## src/rtl/mem_stage_pkg.sv

```systemverilog
// rtl/mem_stage_pkg.sv - shared Y86-64 constants, state type and decode helpers for the memory stage
package mem_stage_pkg;

    localparam int NIBBLE = 4;
    localparam int D_WORD = 64;

    localparam logic [NIBBLE-1:0] IHALT   = 4'h0;
    localparam logic [NIBBLE-1:0] INOP    = 4'h1;
    localparam logic [NIBBLE-1:0] IRMMOVQ = 4'h4;
    localparam logic [NIBBLE-1:0] IMRMOVQ = 4'h5;
    localparam logic [NIBBLE-1:0] ICALL   = 4'h8;
    localparam logic [NIBBLE-1:0] IRET    = 4'h9;
    localparam logic [NIBBLE-1:0] IPUSHQ  = 4'hA;
    localparam logic [NIBBLE-1:0] IPOPQ   = 4'hB;

    localparam logic [NIBBLE-1:0] SBUB = 4'h0;
    localparam logic [NIBBLE-1:0] SAOK = 4'h1;
    localparam logic [NIBBLE-1:0] SHLT = 4'h2;
    localparam logic [NIBBLE-1:0] SADR = 4'h3;
    localparam logic [NIBBLE-1:0] SINS = 4'h4;

    localparam logic [NIBBLE-1:0] RNONE = 4'hF;

    typedef enum logic {
        ST_IDLE = 1'b0,
        ST_BUSY = 1'b1
    } mem_state_t;

    function automatic logic icode_reads(input logic [NIBBLE-1:0] icode);
        return (icode == IMRMOVQ) || (icode == IPOPQ) || (icode == IRET);
    endfunction

    function automatic logic icode_writes(input logic [NIBBLE-1:0] icode);
        return (icode == IRMMOVQ) || (icode == IPUSHQ) || (icode == ICALL);
    endfunction

    // Stack pops read at the old stack pointer (valA); everything else uses the ALU result.
    function automatic logic icode_addr_from_vala(input logic [NIBBLE-1:0] icode);
        return (icode == IPOPQ) || (icode == IRET);
    endfunction

    function automatic logic stat_halts(input logic [NIBBLE-1:0] stat);
        return (stat == SADR) || (stat == SINS) || (stat == SHLT);
    endfunction

endpackage

```

## src/rtl/mem_stage_if.sv

```systemverilog
// rtl/mem_stage_if.sv - data-memory request/acknowledge bus between the memory stage and data memory
interface mem_stage_if;
    import mem_stage_pkg::*;

    logic              req;
    logic              we;
    logic [D_WORD-1:0] addr;
    logic [D_WORD-1:0] wdata;
    logic              ack;
    logic              err;
    logic [D_WORD-1:0] rdata;

    modport master (
        output req, we, addr, wdata,
        input  ack, err, rdata
    );

    modport slave (
        input  req, we, addr, wdata,
        output ack, err, rdata
    );

endinterface

```

## src/rtl/mem_stage_wb_reg.sv

```systemverilog
// rtl/mem_stage_wb_reg.sv - W pipeline register with bubble insertion, resets to a bubble
module mem_stage_wb_reg
    import mem_stage_pkg::*;
(
    input  logic              clk,
    input  logic              rst_n,
    input  logic              bubble,
    input  logic [NIBBLE-1:0] next_stat,
    input  logic [NIBBLE-1:0] next_icode,
    input  logic [D_WORD-1:0] next_vale,
    input  logic [D_WORD-1:0] next_valm,
    input  logic [NIBBLE-1:0] next_dste,
    input  logic [NIBBLE-1:0] next_dstm,
    output logic [NIBBLE-1:0] stat,
    output logic [NIBBLE-1:0] icode,
    output logic [D_WORD-1:0] vale,
    output logic [D_WORD-1:0] valm,
    output logic [NIBBLE-1:0] dste,
    output logic [NIBBLE-1:0] dstm
);

    // Capture every cycle: either the instruction leaving M or a bubble.
    always_ff @(posedge clk) begin
        if (!rst_n || bubble) begin
            stat  <= SBUB;
            icode <= INOP;
            vale  <= '0;
            valm  <= '0;
            dste  <= RNONE;
            dstm  <= RNONE;
        end else begin
            stat  <= next_stat;
            icode <= next_icode;
            vale  <= next_vale;
            valm  <= next_valm;
            dste  <= next_dste;
            dstm  <= next_dstm;
        end
    end

endmodule

```

## src/rtl/mem_stage.sv

```systemverilog
// rtl/mem_stage.sv - Y86-64 memory stage: multi-cycle data access, stall, address check, W register
module mem_stage
    import mem_stage_pkg::*;
#(
    parameter int MEM_BYTES = 8192,
    parameter int TIMEOUT   = 64
) (
    input  logic              clk_i,
    input  logic              rst_n_i,
    input  logic [NIBBLE-1:0] M_stat_i,
    input  logic [NIBBLE-1:0] M_icode_i,
    input  logic [D_WORD-1:0] M_valE_i,
    input  logic [D_WORD-1:0] M_valA_i,
    input  logic [NIBBLE-1:0] M_dstE_i,
    input  logic [NIBBLE-1:0] M_dstM_i,
    output logic              m_stall_o,
    output logic [D_WORD-1:0] m_valM_o,
    output logic [NIBBLE-1:0] m_stat_o,
    mem_stage_if.master       dmem,
    output logic [NIBBLE-1:0] W_stat_o,
    output logic [NIBBLE-1:0] W_icode_o,
    output logic [D_WORD-1:0] W_valE_o,
    output logic [D_WORD-1:0] W_valM_o,
    output logic [NIBBLE-1:0] W_dstE_o,
    output logic [NIBBLE-1:0] W_dstM_o
);

    localparam int CNT_W = (TIMEOUT > 1) ? $clog2(TIMEOUT) : 1;
    localparam logic [CNT_W-1:0]  CNT_LAST = CNT_W'(TIMEOUT - 1);
    // Largest start address whose 8-byte word still fits in memory.
    localparam logic [D_WORD-1:0] ADDR_MAX = D_WORD'(MEM_BYTES - 8);

    mem_state_t        state, state_n;
    logic [CNT_W-1:0]  cnt;
    logic              halted;
    logic              req_q, we_q;
    logic [D_WORD-1:0] addr_q, wdata_q;

    logic              is_read, is_write, mem_op, in_range, timed_out;
    logic [D_WORD-1:0] acc_addr;
    logic              stall, w_bubble, start, finish;
    logic [NIBBLE-1:0] w_stat;
    logic [D_WORD-1:0] w_valm;

    // Decode the instruction sitting in M.
    always_comb begin
        is_read   = icode_reads(M_icode_i);
        is_write  = icode_writes(M_icode_i);
        acc_addr  = icode_addr_from_vala(M_icode_i) ? M_valA_i : M_valE_i;
        mem_op    = (is_read || is_write) && (M_stat_i == SAOK) && !halted;
        in_range  = (acc_addr <= ADDR_MAX);
        timed_out = (cnt == CNT_LAST);
    end

    // Next-state and per-cycle control; ack beats timeout when both happen together.
    always_comb begin
        state_n  = state;
        stall    = 1'b0;
        w_bubble = 1'b0;
        w_stat   = M_stat_i;
        w_valm   = '0;
        start    = 1'b0;
        finish   = 1'b0;
        if (rst_n_i) begin
            if (state == ST_IDLE) begin
                if (mem_op) begin
                    if (!in_range) begin
                        w_stat = SADR;
                    end else begin
                        start    = 1'b1;
                        stall    = 1'b1;
                        w_bubble = 1'b1;
                        state_n  = ST_BUSY;
                    end
                end
            end else begin
                if (dmem.ack || timed_out) begin
                    finish  = 1'b1;
                    state_n = ST_IDLE;
                    w_stat  = (!dmem.ack || dmem.err) ? SADR : SAOK;
                    if (dmem.ack && !we_q) begin
                        w_valm = dmem.rdata;
                    end
                end else begin
                    stall    = 1'b1;
                    w_bubble = 1'b1;
                end
            end
        end
    end

    // Forwarding taps mirror exactly what W captures at the coming edge.
    always_comb begin
        m_stall_o = stall;
        m_stat_o  = w_bubble ? SBUB : w_stat;
        m_valM_o  = w_valm;
    end

    // FSM state register.
    always_ff @(posedge clk_i) begin
        if (!rst_n_i) begin
            state <= ST_IDLE;
        end else begin
            state <= state_n;
        end
    end

    // Request registers stay frozen for the whole access; counter measures BUSY cycles.
    always_ff @(posedge clk_i) begin
        if (!rst_n_i) begin
            cnt     <= '0;
            halted  <= 1'b0;
            req_q   <= 1'b0;
            we_q    <= 1'b0;
            addr_q  <= '0;
            wdata_q <= '0;
        end else begin
            if (start) begin
                req_q   <= 1'b1;
                we_q    <= is_write;
                addr_q  <= acc_addr;
                wdata_q <= M_valA_i;
                cnt     <= '0;
            end else if (finish) begin
                req_q <= 1'b0;
                cnt   <= '0;
            end else if (state == ST_BUSY) begin
                cnt <= cnt + 1'b1;
            end
            if (!w_bubble && stat_halts(m_stat_o)) begin
                halted <= 1'b1;
            end
        end
    end

    always_comb begin
        dmem.req   = req_q;
        dmem.we    = we_q;
        dmem.addr  = addr_q;
        dmem.wdata = wdata_q;
    end

    mem_stage_wb_reg u_wb_reg (
        .clk        (clk_i),
        .rst_n      (rst_n_i),
        .bubble     (w_bubble),
        .next_stat  (m_stat_o),
        .next_icode (M_icode_i),
        .next_vale  (M_valE_i),
        .next_valm  (w_valm),
        .next_dste  (M_dstE_i),
        .next_dstm  (M_dstM_i),
        .stat       (W_stat_o),
        .icode      (W_icode_o),
        .vale       (W_valE_o),
        .valm       (W_valM_o),
        .dste       (W_dstE_o),
        .dstm       (W_dstM_o)
    );

endmodule

```

## src/flat_wrapper.sv

```systemverilog
// flat-port wrapper written by rule: the top's interface ports become plain ports
module mem_stage_flat import mem_stage_pkg::*;
#(
    parameter int MEM_BYTES = 8192,
    parameter int TIMEOUT   = 64
)
  (clk_i, rst_n_i, M_stat_i, M_icode_i, M_valE_i, M_valA_i, M_dstE_i, M_dstM_i, m_stall_o, m_valM_o, m_stat_o, W_stat_o, W_icode_o, W_valE_o, W_valM_o, W_dstE_o, W_dstM_o, dmem_req, dmem_we, dmem_addr, dmem_wdata, dmem_ack, dmem_err, dmem_rdata);
  mem_stage_if dmem_i ();
  input  logic clk_i;
  input  logic rst_n_i;
  input  logic [NIBBLE-1:0] M_stat_i;
  input  logic [NIBBLE-1:0] M_icode_i;
  input  logic [D_WORD-1:0] M_valE_i;
  input  logic [D_WORD-1:0] M_valA_i;
  input  logic [NIBBLE-1:0] M_dstE_i;
  input  logic [NIBBLE-1:0] M_dstM_i;
  output logic m_stall_o;
  output logic [D_WORD-1:0] m_valM_o;
  output logic [NIBBLE-1:0] m_stat_o;
  output logic [NIBBLE-1:0] W_stat_o;
  output logic [NIBBLE-1:0] W_icode_o;
  output logic [D_WORD-1:0] W_valE_o;
  output logic [D_WORD-1:0] W_valM_o;
  output logic [NIBBLE-1:0] W_dstE_o;
  output logic [NIBBLE-1:0] W_dstM_o;
  output wire logic [$bits(dmem_i.req)-1:0] dmem_req;
  output wire logic [$bits(dmem_i.we)-1:0] dmem_we;
  output wire logic [$bits(dmem_i.addr)-1:0] dmem_addr;
  output wire logic [$bits(dmem_i.wdata)-1:0] dmem_wdata;
  input wire logic [$bits(dmem_i.ack)-1:0] dmem_ack;
  input wire logic [$bits(dmem_i.err)-1:0] dmem_err;
  input wire logic [$bits(dmem_i.rdata)-1:0] dmem_rdata;
  assign dmem_req = dmem_i.req;
  assign dmem_we = dmem_i.we;
  assign dmem_addr = dmem_i.addr;
  assign dmem_wdata = dmem_i.wdata;
  assign dmem_i.ack = dmem_ack;
  assign dmem_i.err = dmem_err;
  assign dmem_i.rdata = dmem_rdata;
  mem_stage #(.MEM_BYTES(MEM_BYTES), .TIMEOUT(TIMEOUT)) u_core (.clk_i(clk_i), .rst_n_i(rst_n_i), .M_stat_i(M_stat_i), .M_icode_i(M_icode_i), .M_valE_i(M_valE_i), .M_valA_i(M_valA_i), .M_dstE_i(M_dstE_i), .M_dstM_i(M_dstM_i), .m_stall_o(m_stall_o), .m_valM_o(m_valM_o), .m_stat_o(m_stat_o), .dmem(dmem_i), .W_stat_o(W_stat_o), .W_icode_o(W_icode_o), .W_valE_o(W_valE_o), .W_valM_o(W_valM_o), .W_dstE_o(W_dstE_o), .W_dstM_o(W_dstM_o));
endmodule
```

## config.mk

```make
export PLATFORM = sky130hd
export DESIGN_NAME = mem_stage_flat
export DESIGN_NICKNAME = d
export VERILOG_FILES = /design/src/rtl/mem_stage_pkg.sv /design/src/rtl/mem_stage_if.sv /design/src/rtl/mem_stage_wb_reg.sv /design/src/rtl/mem_stage.sv /design/src/flat_wrapper.sv
export SDC_FILE = /design/constraint.sdc
export NUM_CORES = 1
export LEC_CHECK = 0
export BUFFER_PORTS_ARGS = -buffer_cell sky130_fd_sc_hd__clkbuf_2
export CORE_AREA = 2 2 215 217
export CTS_CLUSTER_DIAMETER = 30
export CTS_CLUSTER_SIZE = 40
export DETAILED_ROUTE_END_ITERATION = 6
export DIE_AREA = 0 0 217 219
export MAX_ROUTING_LAYER = met4
export PLACE_DENSITY = 0.41
export SLEW_MARGIN = 40
export SYNTH_ARGS = -nofsm -noshare
export SYNTH_HDL_FRONTEND = slang
export SYNTH_SLANG_ARGS = --single-unit
export TNS_END_PERCENT = 20
```

## constraint.sdc

```tcl
create_clock -name clk_i -period 6.45 [get_ports clk_i]
set_input_delay 0.9675 -clock clk_i [delete_from_list [all_inputs] [get_ports clk_i]]
set_output_delay 0.9675 -clock clk_i [all_outputs]
set_load 0.01 [all_outputs]
```

**Yosys cells after proc, flatten, opt, wreduce, memory -nomap -nowiden**

Index checks and enable logic that the tools add are counted.

- Flip-flop bits (word level): 282
- Input port bits: 212
- Logic and storage cells: 73

- Add/subtract/negate cells: 1
- Magnitude comparators: 1
- Eq/ne operators: 11
- Multiplexer cells: 24
- Bitwise operators: 1
- Reductions and logical operators: 22

Operators with widths:

| kind | number |
|---|---|
| 2-to-1 mux 64 bit | 5 |
| less-or-equal comparator 64 x 13 -> 1 bit (second input constant) | 1 |
| 2-to-1 mux 4 bit | 6 |
| == test 4 bit (second input constant) | 4 |
| == test 4 x 3 -> 1 bit (second input constant) | 3 |
| 2-to-1 mux 1 bit | 12 |
| logical OR 1 bit | 11 |
| == test 4 x 2 -> 1 bit (second input constant) | 2 |
| adder 6 x 1 -> 6 bit (second input constant) | 1 |
| == test 6 bit (second input constant) | 1 |
| logical NOT 1 bit | 5 |
| == test 4 x 1 -> 1 bit (second input constant) | 1 |
| logical AND 1 bit | 4 |
| OR reduction 3 bit | 1 |
| 2-to-1 mux 2 bit | 1 |
| nonzero test 2 bit | 1 |
| NOT 1 bit | 1 |

**Longest topological paths before layout**

- Depth in word-level cells: 14
- Mapped depth: 10
- Gate-level depth less buffers: 8

**By module**

Synthesis repeated with hierarchy kept, for this count alone.

- Cells, all modules: 979
- Area total of the unflattened synthesis: 9895.7 µm²

Modules (own cells, without submodules):

| module | instances | cells an instance | area an instance (µm²) | seq. area each (µm²) |
|---|---|---|---|---|
| mem_stage | 1 | 660 | 5546.6 | 2762.6 |
| mem_stage_wb_reg | 1 | 319 | 4349.2 | 2882.8 |

**Worst setup path before layout**

OpenSTA, ideal clock, no wires.

- Path type: input port to output port
- Start point: input M_icode_i[3]
- End point: output m_stall_o
- Arrival time: 2.883 ns
- Data required time: 5.483 ns
- Slack: 2.599 ns
- Cell stages on the path: 7
- Cells stage by stage: or3b_1 and2_1 or3_4 or3_1 clkbuf_1 clkbuf_1 a21oi_1

- Word-level cells in the longest chain between the ends: 9

Ends and longest elaborated chain:

| what | RTL line | RTL |
|---|---|---|
| from (decl) | flat_wrapper.sv:12 | `input logic [NIBBLE-1:0] M_icode_i;` |
| branches (longest 6 deep; another with less-or-equal comparator 64 x 13 -> 1 bit) | - |  |
| 2-to-1 mux 1 bit (*) | mem_stage.sv:66 | `if (mem_op) begin` |
| 2-to-1 mux 1 bit (*) | mem_stage.sv:65 | `if (state == ST_IDLE) begin` |
| 2-to-1 mux 1 bit (*) | - |  |
| to (decl) | flat_wrapper.sv:17 | `output logic m_stall_o;` |

Every way passes the cells marked *.

**Worst setup path after layout**

- Start point: input M_valE_i[24]
- End point: output m_stall_o

- Word-level cells in the longest chain between the ends: 6

Ends and longest elaborated chain:

| what | RTL line | RTL |
|---|---|---|
| from (decl) | flat_wrapper.sv:13 | `input logic [D_WORD-1:0] M_valE_i;` |
| 2-to-1 mux 64 bit | mem_stage.sv:49 | `acc_addr = icode_addr_from_vala(M_icode_i) ? M_valA_i : M_valE_i;` |
| less-or-equal comparator 64 x 13 -> 1 bit | mem_stage.sv:51 | `in_range = (acc_addr <= ADDR_MAX);` |
| 2-to-1 mux 1 bit | mem_stage.sv:67 | `if (!in_range) begin` |
| 2-to-1 mux 1 bit | mem_stage.sv:66 |  |
| 2-to-1 mux 1 bit | mem_stage.sv:65 |  |
| 2-to-1 mux 1 bit | - |  |

Every way passes these cells.

==> flow_summary_export.csv <==
group,metric,value,unit
power_and_ir_drop,power_frac_comb,0.033,
timing,fin_crit_sh,0.735,
logic_synthesis,syn_inst,951,
logic_synthesis,synth_simple_gate_area_share,0.287,
worst_setup_path,cp.required,5.48,ns
clock_tree,post_cts_resized,0,
die,io_pins,555,
routing,first_pass_iters,6,
routing,wl,38600,um
place,place_hpwl,29500,um
timing,finalSetupTns,0,ns
cells_and_area,post-route-util,0.344,
power_and_ir_drop,internal-power,4710,uW
logic_synthesis,synth_compound_area_frac,0.0588,
timing,clock.fmax,0.211,GHz
timing,finalMaxSlewViolations,0,
clock_tree,clock_path_buffers,3,
clock_tree,cts_htree_levels,3,
routing,drt-initial-drc-count,399,
cells_and_area,syn2layout_area_growth,65.8,%
place,port_buffers,554,
logic_synthesis,async_flop_share,0,
hold_path,hold_class,"reg -> reg",
status,outcome,"complete, no violations",
clock_tree,path_clk_slew,0.04,ns
logic_synthesis,syn-cell-area,9350,um2
cells_and_area,final_nets,1748,
grt,grt_usage,0.161,
logic_synthesis,syn-num-nets,1164,
power_and_ir_drop,p_per_area,383,nW/um2
power_and_ir_drop,pwr-share-clk,0.666,
grt,grt_max_degree,82,
logic_synthesis,syn_avg_cell_area,9.83,um2
die,fp.dieH,219,um
die,die_x,217,um
timing,hold_viol_final,0,
die,start_util,0.207,
logic_synthesis,ys_seq_area_frac,0.604,
power_and_ir_drop,power.leakage,0.00747,uW
grt,grt_pass1_vias,9049,
clock_tree,postCtsSetupRepairBufs,0,
logic_synthesis,synth-xor-area-share,0.00469,
worst_setup_path,crit_arrival,3.78,ns
clock_tree,clk_latency,0.58,ns
grt,use_met1,0.167,
power_and_ir_drop,p_switching,1230,uW
grt,use_met2,0.265,
timing,period_needed,4.74,ns
routing,wl_per_cell,17.6,um
clock_tree,tritoncts,"built",
worst_setup_path,critical_path.startpoint_type,"primary input",
timing,setup_viol,0,
cells_and_area,drive_above_1_share,0.444,
logic_synthesis,synth_cell_types,41,
cells_and_area,layout_commonest_cell,"clkbuf_2",
clock_tree,cts_sinks,282,
timing,grt_setup_unrepaired,"false",
timing,hold_slack,0.449,ns
logic_synthesis,synth-seq-cells,282,
worst_setup_path,endpoint_kind,"output pin",
power_and_ir_drop,pwr-share-seq,0.301,
grt,antenna_found_initial,3,
cells_and_area,fill_cells,4765,
timing,max_slew_margin,0.499,
worst_setup_path,slowest_delay,0.65,ns
logic_synthesis,yosysWarnings,0,
flow_run,drv_cap,0,
worst_setup_path,crit_family,"simple AND/OR/NAND/NOR gates",
worst_setup_path,cp_num_buf_inv,2,
grt,grt_pass1_wl,55100,um
logic_synthesis,synth_ff_type,"dfxtp_1",
logic_synthesis,synth_enable_flop_cells,0,
worst_setup_path,path_max_fanout,62,
die,core,45100,um2
routing,via_per_inst,4.05,
logic_synthesis,synth_fa_ha_area_frac,0.00134,
worst_setup_path,critPathKind,"in -> out",
power_and_ir_drop,swShare,0.207,
die,die-area,47500,um2
grt,grt_util_met3,0.0694,
die,core.rowCount,78,
grt,overflow,0,
clock_tree,cts_buffers,79,
worst_setup_path,cp_cell_sequence,"clkbuf_2 -> nor4_1 -> nand4_1 -> nor4_1 -> o22ai_1 -> or3_4 -> a21oi_1 -> clkbuf_2",
timing,tightestPinTransition,0.752,ns
routing,drc,0,
place,gp_congestion,0.874,
routing,drtAntennaViolNets,0,
clock_tree,root_buffer,"clkbuf_16",
grt,grt_busiest_layer,"met2",
timing,fin_skew,0.0183,ns
routing,via_count,8900,
logic_synthesis,synthMuxAreaShare,0.0150,
worst_setup_path,cp_slowest_cell,"or3_4",
logic_synthesis,synth_top_family_by_area,"simple AND/OR/NAND/NOR gates",
clock_tree,postCtsHoldBufs,0,
power_and_ir_drop,power,5940,uW
cells_and_area,final_cell_mix,"553 x clkbuf_2, 282 x dfxtp_1, 191 x and2_1",
power_and_ir_drop,peakVddDrop,264,uV
## routing by layer
| layer | share of wire | up-vias |
|---|---|---|
| li1 | - | 4340 |
| met1 | 0.38 | 4066 |
| met2 | 0.48 | 426 |
| met3 | 0.11 | 68 |
| met4 | 0.028 | 0 |
| met5 | 0 | - |
## final timing paths
check,from,end,slack [ns],cells past startpoint
worst max register to register,u_core.halted,u_core.u_wb_reg.vale[12],3.43,6
worst max-delay path,M_valE_i[24],m_stall_o,1.71,8
worst min-delay path,u_core.dmem.wdata[18],u_core.dmem.wdata[18],0.45,2
worst min register to register,u_core.dmem.wdata[18],u_core.dmem.wdata[18],0.45,2
## cells in the mapped netlist (4+ instances only)
library cell / number / share of area
nand2_1: 143 / 0.057
clkbuf_1: 55 / 0.022
and2_4: 8 / 0.0075
nand2b_1: 11 / 0.0074
nand4_1: 9 / 0.0060
a21oi_1: 70 / 0.037
nor2_1: 25 / 0.010
mux2i_1: 14 / 0.015
buf_6: 4 / 0.0048
and2_1: 191 / 0.13
dfxtp_1: 282 / 0.60
a211oi_1: 14 / 0.011
and3_1: 54 / 0.036
nor4_1: 28 / 0.019
o21ai_0: 6 / 0.0032
## power groups by stage
stage	Combinational, uW	Sequential (uW)	Clock [uW]
2_1_floorplan	53.7	1830	0
3_3_place_gp	201	1820	0
3_5_place_dp	201	1820	0
4_1_cts	202	1790	4050
5_1_grt	216	1790	4160
6_report	198	1790	3960
## registers in the layout (all words and copies together) (netlist names), 4 cells and up
signal and count:
u_core.cnt 6, u_core.u_wb_reg.icode 4, u_core.u_wb_reg.dste 4, u_core.u_wb_reg.valm 64
u_core.u_wb_reg.vale 64, u_core.dmem.addr 64, u_core.u_wb_reg.dstm 4, u_core.dmem.wdata 64
u_core.u_wb_reg.stat 4
## tightest hold or removal path: stages, from the launching register on
cell	delay, ns
dfxtp_1	0.30
nand2_1	0.05
a21oi_1	0.05
## per-stage QoR
step / instances / setup WS [ns] / area [um2]
floorplan: 951 / 2.60 / 9350
global placement: 2053 / 1.29 / 12700
detailed placement: 2054 / 1.58 / 12700
CTS: 2198 / 1.61 / 15500
global route: 2200 / 1.48 / 15500
finish: 2200 / 1.71 / 15500
## kinds of logic (layout without fill, tap and decap cells)
family | count (synthesis) | after routing
adder cells (fa/ha/maj) | 1 | 1
other | 0 | 2
flip-flops | 282 | 282
XOR/XNOR | 5 | 5
AND/OR/NAND/NOR | 488 | 488
multiplexers | 14 | 14
buffers and inverters | 63 | 710
AO/OA/AOI/OAI | 98 | 98
## layout make-up
cell class,count,area [um2],share of cell area
sequential,282,5650,0.364
multi-input combinational,606,3460,0.223
timing repair buffer,564,2890,0.186
clock buffer,111,2290,0.148
tap,600,751,0.0485
clock inverter,33,449,0.0290
inverter,2,7.51,0.000485
antenna,2,5.00,0.000323
No activity file was read; power rests on OpenSTA's default activity.
